==> src/rtl/mem_access_ctrl.sv <==
// mem_access_ctrl: memory-stage load/store controller for a simple request/grant bus.
// Ports:
//   clk_i, rst                 clock, async active-high reset
//   execute_vaild_i, ED_*      instruction from execute (held while memory_ready_o=0)
//   write_back_allow_in_i      downstream may accept the memory-stage result
//   bus_req_o/we/addr/wdata/wstrb, bus_gnt_i, bus_rvalid_i, bus_rdata_i   data bus
//   memory_ready_o             result available (combinational in IDLE)
//   M_valM_o                   formatted load result (0 for stores / errors)
//   misalign_o                 misaligned or illegal access, no bus traffic (combinational)
//   bus_err_o                  access aborted by timeout, valid in DONE
module mem_access_ctrl #(
    parameter int unsigned XLEN    = 32,
    parameter int unsigned TIMEOUT = 255
) (
    input  logic            clk_i,
    input  logic            rst,
    input  logic            execute_vaild_i,
    input  logic            ED_mem_rd_i,
    input  logic            ED_mem_wr_i,
    input  logic [XLEN-1:0] ED_addr_i,
    input  logic [XLEN-1:0] ED_wdata_i,
    input  logic [1:0]      ED_size_i,
    input  logic            ED_unsigned_i,
    input  logic            write_back_allow_in_i,
    output logic            bus_req_o,
    output logic            bus_we_o,
    output logic [XLEN-1:0] bus_addr_o,
    output logic [XLEN-1:0] bus_wdata_o,
    output logic [3:0]      bus_wstrb_o,
    input  logic            bus_gnt_i,
    input  logic            bus_rvalid_i,
    input  logic [XLEN-1:0] bus_rdata_i,
    output logic            memory_ready_o,
    output logic [XLEN-1:0] M_valM_o,
    output logic            misalign_o,
    output logic            bus_err_o
);

    localparam int unsigned CNT_W = 8;
    // Last counter value before the abort fires: TIMEOUT cycles total in REQ+WAIT.
    localparam logic [CNT_W-1:0] CNT_LAST = CNT_W'(TIMEOUT - 1);

    typedef enum logic [1:0] {S_IDLE, S_REQ, S_WAIT, S_DONE} state_e;

    state_e            state_q, state_d;
    logic [CNT_W-1:0]  cnt_q, cnt_d;
    logic [1:0]        off_q, off_d;
    logic [1:0]        size_q, size_d;
    logic              uns_q, uns_d;
    logic              we_q, we_d;
    logic [XLEN-1:0]   addr_q, addr_d;
    logic [XLEN-1:0]   wdata_q, wdata_d;
    logic [3:0]        wstrb_q, wstrb_d;
    logic [XLEN-1:0]   valm_q, valm_d;
    logic              err_q, err_d;

    logic              misaligned;
    logic              mem_op;
    logic              timeout;
    logic              ready;
    logic              misalign;
    logic [XLEN-1:0]   rdata_sh;
    logic [XLEN-1:0]   load_fmt;
    logic [XLEN-1:0]   wdata_rep;
    logic [3:0]        wstrb_new;

    assign mem_op  = execute_vaild_i & (ED_mem_rd_i | ED_mem_wr_i);
    assign timeout = (cnt_q == CNT_LAST);

    // Alignment check on the incoming instruction.
    always_comb begin
        misaligned = 1'b0;
        unique case (ED_size_i)
            2'b00:   misaligned = 1'b0;
            2'b01:   misaligned = ED_addr_i[0];
            2'b10:   misaligned = |ED_addr_i[1:0];
            default: misaligned = 1'b1;
        endcase
    end

    // Store lane replication and byte strobes from the incoming instruction.
    always_comb begin
        wdata_rep = ED_wdata_i;
        wstrb_new = 4'b1111;
        unique case (ED_size_i)
            2'b00: begin
                wdata_rep = {(XLEN/8){ED_wdata_i[7:0]}};
                wstrb_new = 4'b0001 << ED_addr_i[1:0];
            end
            2'b01: begin
                wdata_rep = {(XLEN/16){ED_wdata_i[15:0]}};
                wstrb_new = 4'b0011 << ED_addr_i[1:0];
            end
            default: begin
                wdata_rep = ED_wdata_i;
                wstrb_new = 4'b1111;
            end
        endcase
    end

    // Load formatting: shift the addressed lane down, then sign/zero extend.
    always_comb begin
        rdata_sh = bus_rdata_i >> {off_q, 3'b000};
        load_fmt = bus_rdata_i;
        unique case (size_q)
            2'b00:   load_fmt = {{(XLEN-8){rdata_sh[7] & ~uns_q}}, rdata_sh[7:0]};
            2'b01:   load_fmt = {{(XLEN-16){rdata_sh[15] & ~uns_q}}, rdata_sh[15:0]};
            default: load_fmt = bus_rdata_i;
        endcase
    end

    // Next-state and datapath update.
    always_comb begin
        state_d  = state_q;
        cnt_d    = cnt_q;
        off_d    = off_q;
        size_d   = size_q;
        uns_d    = uns_q;
        we_d     = we_q;
        addr_d   = addr_q;
        wdata_d  = wdata_q;
        wstrb_d  = wstrb_q;
        valm_d   = valm_q;
        err_d    = err_q;
        ready    = 1'b0;
        misalign = 1'b0;
        unique case (state_q)
            S_IDLE: begin
                ready = 1'b1;
                if (mem_op) begin
                    if (misaligned) begin
                        misalign = 1'b1;
                    end else begin
                        ready   = 1'b0;
                        off_d   = ED_addr_i[1:0];
                        size_d  = ED_size_i;
                        uns_d   = ED_unsigned_i;
                        we_d    = ED_mem_wr_i;
                        addr_d  = {ED_addr_i[XLEN-1:2], 2'b00};
                        wdata_d = wdata_rep;
                        wstrb_d = wstrb_new;
                        valm_d  = '0;
                        err_d   = 1'b0;
                        cnt_d   = '0;
                        state_d = S_REQ;
                    end
                end
            end
            S_REQ: begin
                cnt_d = cnt_q + CNT_W'(1);
                // Abort wins over a grant/rvalid arriving in the same cycle.
                if (timeout) begin
                    err_d   = 1'b1;
                    valm_d  = '0;
                    state_d = S_DONE;
                end else if (bus_gnt_i) begin
                    if (we_q) begin
                        state_d = S_DONE;
                    end else if (bus_rvalid_i) begin
                        valm_d  = load_fmt;
                        state_d = S_DONE;
                    end else begin
                        state_d = S_WAIT;
                    end
                end
            end
            S_WAIT: begin
                cnt_d = cnt_q + CNT_W'(1);
                if (timeout) begin
                    err_d   = 1'b1;
                    valm_d  = '0;
                    state_d = S_DONE;
                end else if (bus_rvalid_i) begin
                    valm_d  = load_fmt;
                    state_d = S_DONE;
                end
            end
            S_DONE: begin
                ready = 1'b1;
                if (write_back_allow_in_i) begin
                    err_d   = 1'b0;
                    state_d = S_IDLE;
                end
            end
            default: state_d = S_IDLE;
        endcase
    end

    always_ff @(posedge clk_i or posedge rst) begin
        if (rst) begin
            state_q <= S_IDLE;
            cnt_q   <= '0;
            off_q   <= '0;
            size_q  <= '0;
            uns_q   <= 1'b0;
            we_q    <= 1'b0;
            addr_q  <= '0;
            wdata_q <= '0;
            wstrb_q <= '0;
            valm_q  <= '0;
            err_q   <= 1'b0;
        end else begin
            state_q <= state_d;
            cnt_q   <= cnt_d;
            off_q   <= off_d;
            size_q  <= size_d;
            uns_q   <= uns_d;
            we_q    <= we_d;
            addr_q  <= addr_d;
            wdata_q <= wdata_d;
            wstrb_q <= wstrb_d;
            valm_q  <= valm_d;
            err_q   <= err_d;
        end
    end

    assign bus_req_o      = (state_q == S_REQ);
    assign bus_we_o       = we_q;
    assign bus_addr_o     = addr_q;
    assign bus_wdata_o    = wdata_q;
    assign bus_wstrb_o    = wstrb_q;
    assign memory_ready_o = ready;
    assign misalign_o     = misalign;
    assign M_valM_o       = valm_q;
    assign bus_err_o      = err_q;

endmodule

==> config.mk <==
export PLATFORM = sky130hd
export DESIGN_NAME = mem_access_ctrl
export DESIGN_NICKNAME = d
export VERILOG_FILES = /design/src/rtl/mem_access_ctrl.sv
export SDC_FILE = /design/constraint.sdc
export NUM_CORES = 1
export LEC_CHECK = 0
export ABC_AREA = 1
export ABC_CLOCK_PERIOD_IN_PS = 5000
export CORE_MARGIN = 3
export CORE_UTILIZATION = 45
export CTS_CLUSTER_DIAMETER = 50
export CTS_CLUSTER_SIZE = 16
export DETAILED_ROUTE_END_ITERATION = 7
export PLACE_DENSITY = 0.81
export SYNTH_ARGS = -nofsm -noshare
export SYNTH_HDL_FRONTEND = slang
export SYNTH_SLANG_ARGS = --single-unit
==> constraint.sdc <==
create_clock -name clk_i -period 5 [get_ports clk_i]
set_input_delay 1 -clock clk_i [delete_from_list [all_inputs] [get_ports clk_i]]
set_output_delay 1 -clock clk_i [all_outputs]
set_load 0.05 [all_outputs]
# Yosys cells after proc, flatten, opt, wreduce, memory -nomap -nowiden
# Cells that the tools add are included.
# totals
register_bits	115
in_bits	107
output_inout_bits	105
elab_cells	82
# op_classes
n_addsub	1
n_eq_ne	14
shift	3
mux	35
bitwise	6
reduce_logical	12
# ops
cell	n
$mux 32	7
$pmux 32 s2	2
$pmux 32 s3	1
$shr 32x5->16	1
$mux 8	2
$pmux 8 s2	1
$mux 2	7
$mux 1	10
$reduce_and 5->1	2
$add 8x1->8 const B	1
$eq 8x8->1 const B	1
$pmux 2 s4	1
$pmux 4 s2	1
$eq 2x1->1 const B	3
$eq 2x2->1 const B	3
$logic_not 2->1	3
$ne 2x2->1 const B	3
$pmux 1 s3	2
$reduce_and 3->1	2
$reduce_and 4->1	1
$reduce_or 2->1	2
$shl 1x2->4 const A	1
$shl 2x2->4 const A	1
$and 1x1->1	3
9 further kinds	10

# Longest topological paths before layout
# Gate-level depths: netlist of run 1.
# depth
word_depth	8
depth_mapped	12

# Worst setup path before layout of run 1
# OpenSTA, ideal clock, no wires.
# synth_path
path_kind	in2out
start	input port ED_size_i[1]
end	output port memory_ready_o
t_arrival_ps	2301
setup_slack_ps	1699
cell_stages	6
n_path_buf	1
cell_sequence	buf_6 -> nor2_8 -> nand2_2 -> nand3_1 -> nand2_1 -> a21oi_1
# synth_between
elab_chain_len	5
word_cells_on_any_way	7
cone_classes	eq/ne (2); mux (4); reduce/logical (1)
# synth_lines
element	line_no	source
start, declared	22	input logic [1:0] ED_size_i,
$eq 2x2->1 (tied with other cells)	73	unique case (ED_size_i)
$pmux 1 s3 (*)	73	
$mux 1 (*)	131	if (misaligned) begin
$mux 1 (*)	130	if (mem_op) begin
$pmux 1 s2 (*)	127	unique case (state_q)
end, declared	33	output logic memory_ready_o,
# Every way passes the cells marked *; elsewhere a longest branch is shown, timed or not.

# Worst setup path after layout of run 1
# layout_path
start	input port ED_size_i[0]
end	output port memory_ready_o
# The elaborated chain is that of the path after synthesis.

==> flow_summary.ini, run 1 <==
[outcome]
status = finished, final reports clean

[clock_network]
numCtsBuffers = 17
cts_setup_buffers = 0
htreeDepth = 4
insertion_delay_ns = 0.41
cts-hold-fix-buffers = 0
ctsResizeCount = 0
cts_sinks = 115
clockBufferDepth = 2
cts_tree = yes
clk_pin_slew_worst_paths_ns = 0.05
cts-root-buf = clkbuf_16

[logic_synthesis]
yosys.area_share.adder_pct = 1.50
synthArstFlopShare_pct = 100
synth_mux_area_share_pct = 0.193
yosys.area_share.simple_pct = 29.4
synth-main-ff-cell = dfrtp_1
ys_ff_latch = 115
synth_area_leaders = dfrtp_1, nand2_1, o21ai_0
synth_cell_types = 36
yosys_warnings = 0
synth_top_family_by_area = simple AND/OR/NAND/NOR gates
synth_enable_flop_cells = 0
synth-xor-area-share_pct = 0.750
synth_seq_area_share_pct = 49.3
syn_inst = 751
synth_compound_area_share_pct = 11.9
synth_top_area_cell = dfrtp_1
synth_area_um2 = 5840
netlist.area_leader.share_pct = 49.3
syn_area_per_cell_um2 = 7.78

[flow_run]
cap_violations = 0

[routing]
first_pass_iters = 6
drc = 0
drtIter0Drc = 580
drtAntennaViolNets = 0
viasPerCell = 5.12
wl_per_cell_um = 16.0
wl_mm = 17.9
via_count = 5741

[worst_setup_path]
crit_start = ED_size_i[0]
arrival_ns = 2.56
crit_type = input pin to output pin
cp_data_required_time_ns = 4.00
crit_fanout = 10
end_kind = output pin
cp-start-kind = input pin
reg2reg_from = state_q[0]$_DFFE_PP0P_

[die]
start_util_pct = 47.2
core_area_um2 = 12400
fp.dieW_um = 120
ios = 212
rows = 40
die_y_um = 120
die_area_um2 = 14400

[layout]
fin_area_um2 = 8490
final_core_util_pct = 68.7
final_common_cell = nand2_1
diodes = 0
final_nets = 1057
layout-drive-gt1-share_pct = 6.39
final_cell_mix = nand2_1, clkdlybuf4s50_1, dfrtp_1
areaGrowthSynthToFinish_pct = 45.3

[placed_design]
dp_hpwl_mm = 12.5
place_ws_ns = 1.45
dpl-instance-area_um2 = 7950
place_congestion = 0.933
numPortBuffers = 209

[sta]
relSlewSlack_pct = 24.7
tightest_slew_ns = 1.13
tns_ns = 0
drv_slew = 0
setup-violations-final = 0
finClkSkew_ns = 0.00702
fin_crit_ns = 3.56
layout_setup_ws_ns = 1.44
fmax_mhz = 281
hold_ws_ns = 0.469
period_share_pct = 71.1
final-hold-violation-count = 0
rsz0062_at_grt = false

[global_routing]
track_usage_pct = 25.3
gr-total-overflow = 0
grt_pass1_vias = 5677
grt_max_degree = 92
grt_pass1_wl_mm = 28.9
antenna_found_initial = 0

[pwr]
peakVddDrop_uv = 405
powerDensity_nw_per_um2 = 753
power_leakage_nw = 4.03

[hold_path]
hp-start = bus_addr_o[24]$_DFFE_PP0P_
hold_class = flop to flop
==> stage by stage <==
stage | power (mW) | std cells
after floorplan | 4.15 | 752
after global placement | 5.22 | 1092
after detailed placement | 5.27 | 1092
after CTS | 6.40 | 1122
after global routing | 6.77 | 1122
final | 6.39 | 1122
==> critical path, cell delays in order <==
cell,delay (ns)
clkdlybuf4s50_1,0.55
inv_2,0.09
nor2_8,0.16
nand2_2,0.12
nand3_1,0.10
nand2_1,0.11
a21oi_1,0.25
buf_12,0.17
==> report_power, final <==
| group | total (mW) | switching, mW | internal [mW] |
|---|---|---|---|
| registers | 1.65 | 0.318 | 1.34 |
| clock network | 1.10 | 0.420 | 0.683 |
| logic | 3.63 | 2.49 | 1.14 |
| total | 6.39 | 3.23 | 3.16 |
==> area by class of cell <==
type                       count  area (um^2)
inverter                      41          159
multi-input combinational    554         2570
timing repair buffer         214         2140
fill                        1036         3870
tap                          168          210
clock inverter                11         90.1
sequential                   115         2880
clock buffer                  19          443
==> kinds of logic after synthesis <==
kind of cell | after synthesis
xor+xnor | 5
buf+inv | 83
mux | 1
other cells | 1
fa+ha+maj | 7
simple gates | 410
compound gates | 129
flops | 115
==> path summary, 6_finish.rpt <==
path / endpoint / slack, ns / cells after the start
max in group asynchronous: bus_addr_o[29]$_DFFE_PP0P_ / 2.99 / 3
max: memory_ready_o / 1.44 / 8
min: bus_addr_o[24]$_DFFE_PP0P_ / 0.47 / 2
min in group asynchronous: bus_addr_o[8]$_DFFE_PP0P_ / 1.14 / 2
min reg2reg: bus_addr_o[24]$_DFFE_PP0P_ / 0.47 / 2
max reg2reg: M_valM_o[3]$_DFFE_PP0P_ / 2.47 / 10
==> sequential cells by signal, summed over array words and instances, names as in the netlist <==
signal and cells:
bus_addr_o 30, bus_err_o 1, uns_q 1, bus_we_o 1
state_q 2, cnt_q 8, off_q 2, bus_wstrb_o 4
size_q 2, bus_wdata_o 32, M_valM_o 32
==> Yosys cell counts (all sizes together) (2+ instances only) <==
library cell / number
o22ai: 5
nand2: 312
nor3: 3
o21ai: 81
a21oi: 26
nand4: 19
o211ai: 6
a31oi: 2
o31ai: 2
nand3: 31
dfrtp: 115
clkbuf: 14
xor2: 5
o21a: 6
ha: 7
or2: 8
buf: 28
inv: 41
nor2: 36
==> routing by layer <==
layer  GRT usage, %  up-vias  routed length (um)
met2           40.8      290                8510
li1               -     2803                   -
met4           9.09        0                 391
met5              0        -                   0
met1           30.9     2616                7090
met3           9.99       32                1910
Power figures use the tool's default switching activity.
==> run 2, diff against run 1 <==
- ABC_CLOCK_PERIOD_IN_PS: 5000 -> 3200
- CORE_UTILIZATION: 45 -> 41
- PLACE_DENSITY: 0.81 -> 0.77
- clock period: 5 -> 3.2 ns (I/O delays scaled with it)
==> run 2 against run 1 <==
  * Critical path depth is 1 lower
  * Flip-flop and latch count stayed put
  * Sequential share of layout area is 0.79 points lower
  * Clock power is 88% higher
  * Sequential power is 50% higher
  * First-iteration DRC count is 25% lower
  * Die area is 9.3% higher
  * Register-to-register slack worse by 1.7 ns
  * Worst setup slack worse by 1.1 ns
==> flow_summary.ini, run 2 (synthesis results as in run 1) <==
[outcome]
status = finished, final reports clean

[clock_network]
clockBufferDepth = 2
cts-root-buf = clkbuf_16
cts_sinks = 115
numCtsBuffers = 17
ctsResizeCount = 0
insertion_delay_ns = 0.42
cts_tree = yes
cts-hold-fix-buffers = 0
cts_setup_buffers = 0
clk_pin_slew_worst_paths_ns = 0.06
htreeDepth = 4

[routing]
via_count = 5686
drtAntennaViolNets = 0
wl_met3_mm = 1.72
wl_mm = 17.9
routed.top_layer = met4
wl_met1_mm = 7.27
wl_per_cell_um = 15.7
drc = 0
drtIter0Drc = 437
wl_met2_mm = 8.62
first_pass_iters = 6
viasPerCell = 5.01

[global_routing]
grt_pass1_wl_mm = 28.5
grt_max_degree = 116
grt_pass1_vias = 5410
track_usage_pct = 22.8
gr-total-overflow = 0
antenna_found_initial = 0

[sta]
setup-violations-final = 0
relSlewSlack_pct = 36.3
tns_ns = 0
tightest_slew_ns = 0.956
drv_slew = 0
fmax_mhz = 347
final-hold-violation-count = 0
fin_crit_ns = 2.89
finClkSkew_ns = 0.0144
period_share_pct = 90.2
rsz0062_at_grt = false

[die]
die_area_um2 = 15700
ios = 212
fp.dieW_um = 125
die_y_um = 125
start_util_pct = 43.1
core_area_um2 = 13600
rows = 42

[worst_setup_path]
crit_end = memory_ready_o
path_depth = 7
crit_fanout = 10
crit_chain = clkdlybuf4s50_1, nor2_8, nand2_2, nand3_1, nand2_1, a21oi_1, buf_12
cpMaxStageDelayCell = clkdlybuf4s50_1
cp_num_buf_inv = 2
critPathTopFamily = buffers and inverters
reg2regPathDepth = 10
arrival_ns = 2.25
regToRegSetupSlack_ns = 0.79
cp-start-kind = input pin
max_stage_delay_ns = 0.60
end_kind = output pin
crit_type = input pin to output pin
cp_data_required_time_ns = 2.56
regToRegEndpoint = M_valM_o[15]$_DFFE_PP0P_
reg2reg_from = state_q[0]$_DFFE_PP0P_
crit_start = ED_size_i[1]

[layout]
diodes = 0
final_nets = 1061
areaGrowthSynthToFinish_pct = 48.8
fin_area_um2 = 8690
final_cell_mix = nand2_1, clkdlybuf4s50_1, dfrtp_1
final_common_cell = nand2_1
layout-drive-gt1-share_pct = 6.98

[placed_design]
dpl-instance-area_um2 = 8050
numPortBuffers = 209
place_congestion = 0.862
dp_hpwl_mm = 12.6

[pwr]
peakVddDrop_uv = 734
power_leakage_nw = 4.10
powerDensity_nw_per_um2 = 1190

[flow_run]
cap_violations = 0

[hold_path]
hold_class = flop to flop
==> run 2: cell types whose count changed in the layout (fill, tap and decap cells not counted), sizes merged <==
cell / previous run / this run
clkinvlp: 1 / 4
bufinv: 1 / 4
inv: 41 / 42
buf: 7 / 11
clkinv: 9 / 2
clkbuf: 19 / 21
==> run 2: worst reg2reg max path: stages, from the launching register on <==
cell,delay [ns]
dfrtp_1,0.38
inv_1,0.12
ha_1,0.48
inv_2,0.14
or2_0,0.21
nand2_1,0.11
nand2_4,0.12
nor2_8,0.24
buf_4,0.29
nand2_1,0.09
o21ai_0,0.17
==> run 2: worst min path at each step <==
stage | start | end | cells after the start
floorplan | cnt_q[7]$_DFFE_PP0P_ | cnt_q[7]$_DFFE_PP0P_ | 2
global placement | bus_wdata_o[7]$_DFFE_PP0P_ | bus_wdata_o[7]$_DFFE_PP0P_ | 2
detailed placement | bus_addr_o[17]$_DFFE_PP0P_ | bus_addr_o[17]$_DFFE_PP0P_ | 2
CTS | bus_addr_o[17]$_DFFE_PP0P_ | bus_addr_o[17]$_DFFE_PP0P_ | 2
global route | bus_addr_o[9]$_DFFE_PP0P_ | bus_addr_o[9]$_DFFE_PP0P_ | 2
finish | bus_addr_o[9]$_DFFE_PP0P_ | bus_addr_o[9]$_DFFE_PP0P_ | 2
==> run 2: layout make-up <==
cell class                 count  area, um^2
clock buffer                  21         470
timing repair buffer         218        2220
sequential                   115        2880
tap                          176         220
fill                        1165        4870
inverter                      41         160
multi-input combinational    554        2570
clock inverter                11         174
==> run 2: power breakdown <==
group	total, mW	switching, mW	internal (mW)
Clock	2.07	0.698	1.37
Sequential	2.48	0.394	2.09
Combinational	5.81	3.97	1.83
Total	10.4	5.06	5.29
==> run 2: per-stage QoR <==
| stage | hold slack (ns) | utilization [%] | setup slack [ns] | total power, mW | std cells |
|---|---|---|---|---|---|
| after floorplan | 0.490 | - | 0.619 | 6.48 | 752 |
| after global placement | 0.453 | 59.3 | 0.359 | 8.23 | 1104 |
| after detailed placement | 0.458 | 59.3 | 0.306 | 8.29 | 1104 |
| after CTS | 0.472 | 64.1 | 0.305 | 10.4 | 1136 |
| after global routing | 0.489 | 64.1 | 0.206 | 11.0 | 1136 |
| final | 0.469 | 64.1 | 0.315 | 10.4 | 1136 |
==> run 2: metal layers <==
layer / track usage (%) / vias to the layer above
met1: 28.1 / 2585
met5: 0 / -
met3: 8.70 / 23
li1: - / 2814
met2: 37.4 / 264
met4: 6.31 / 0
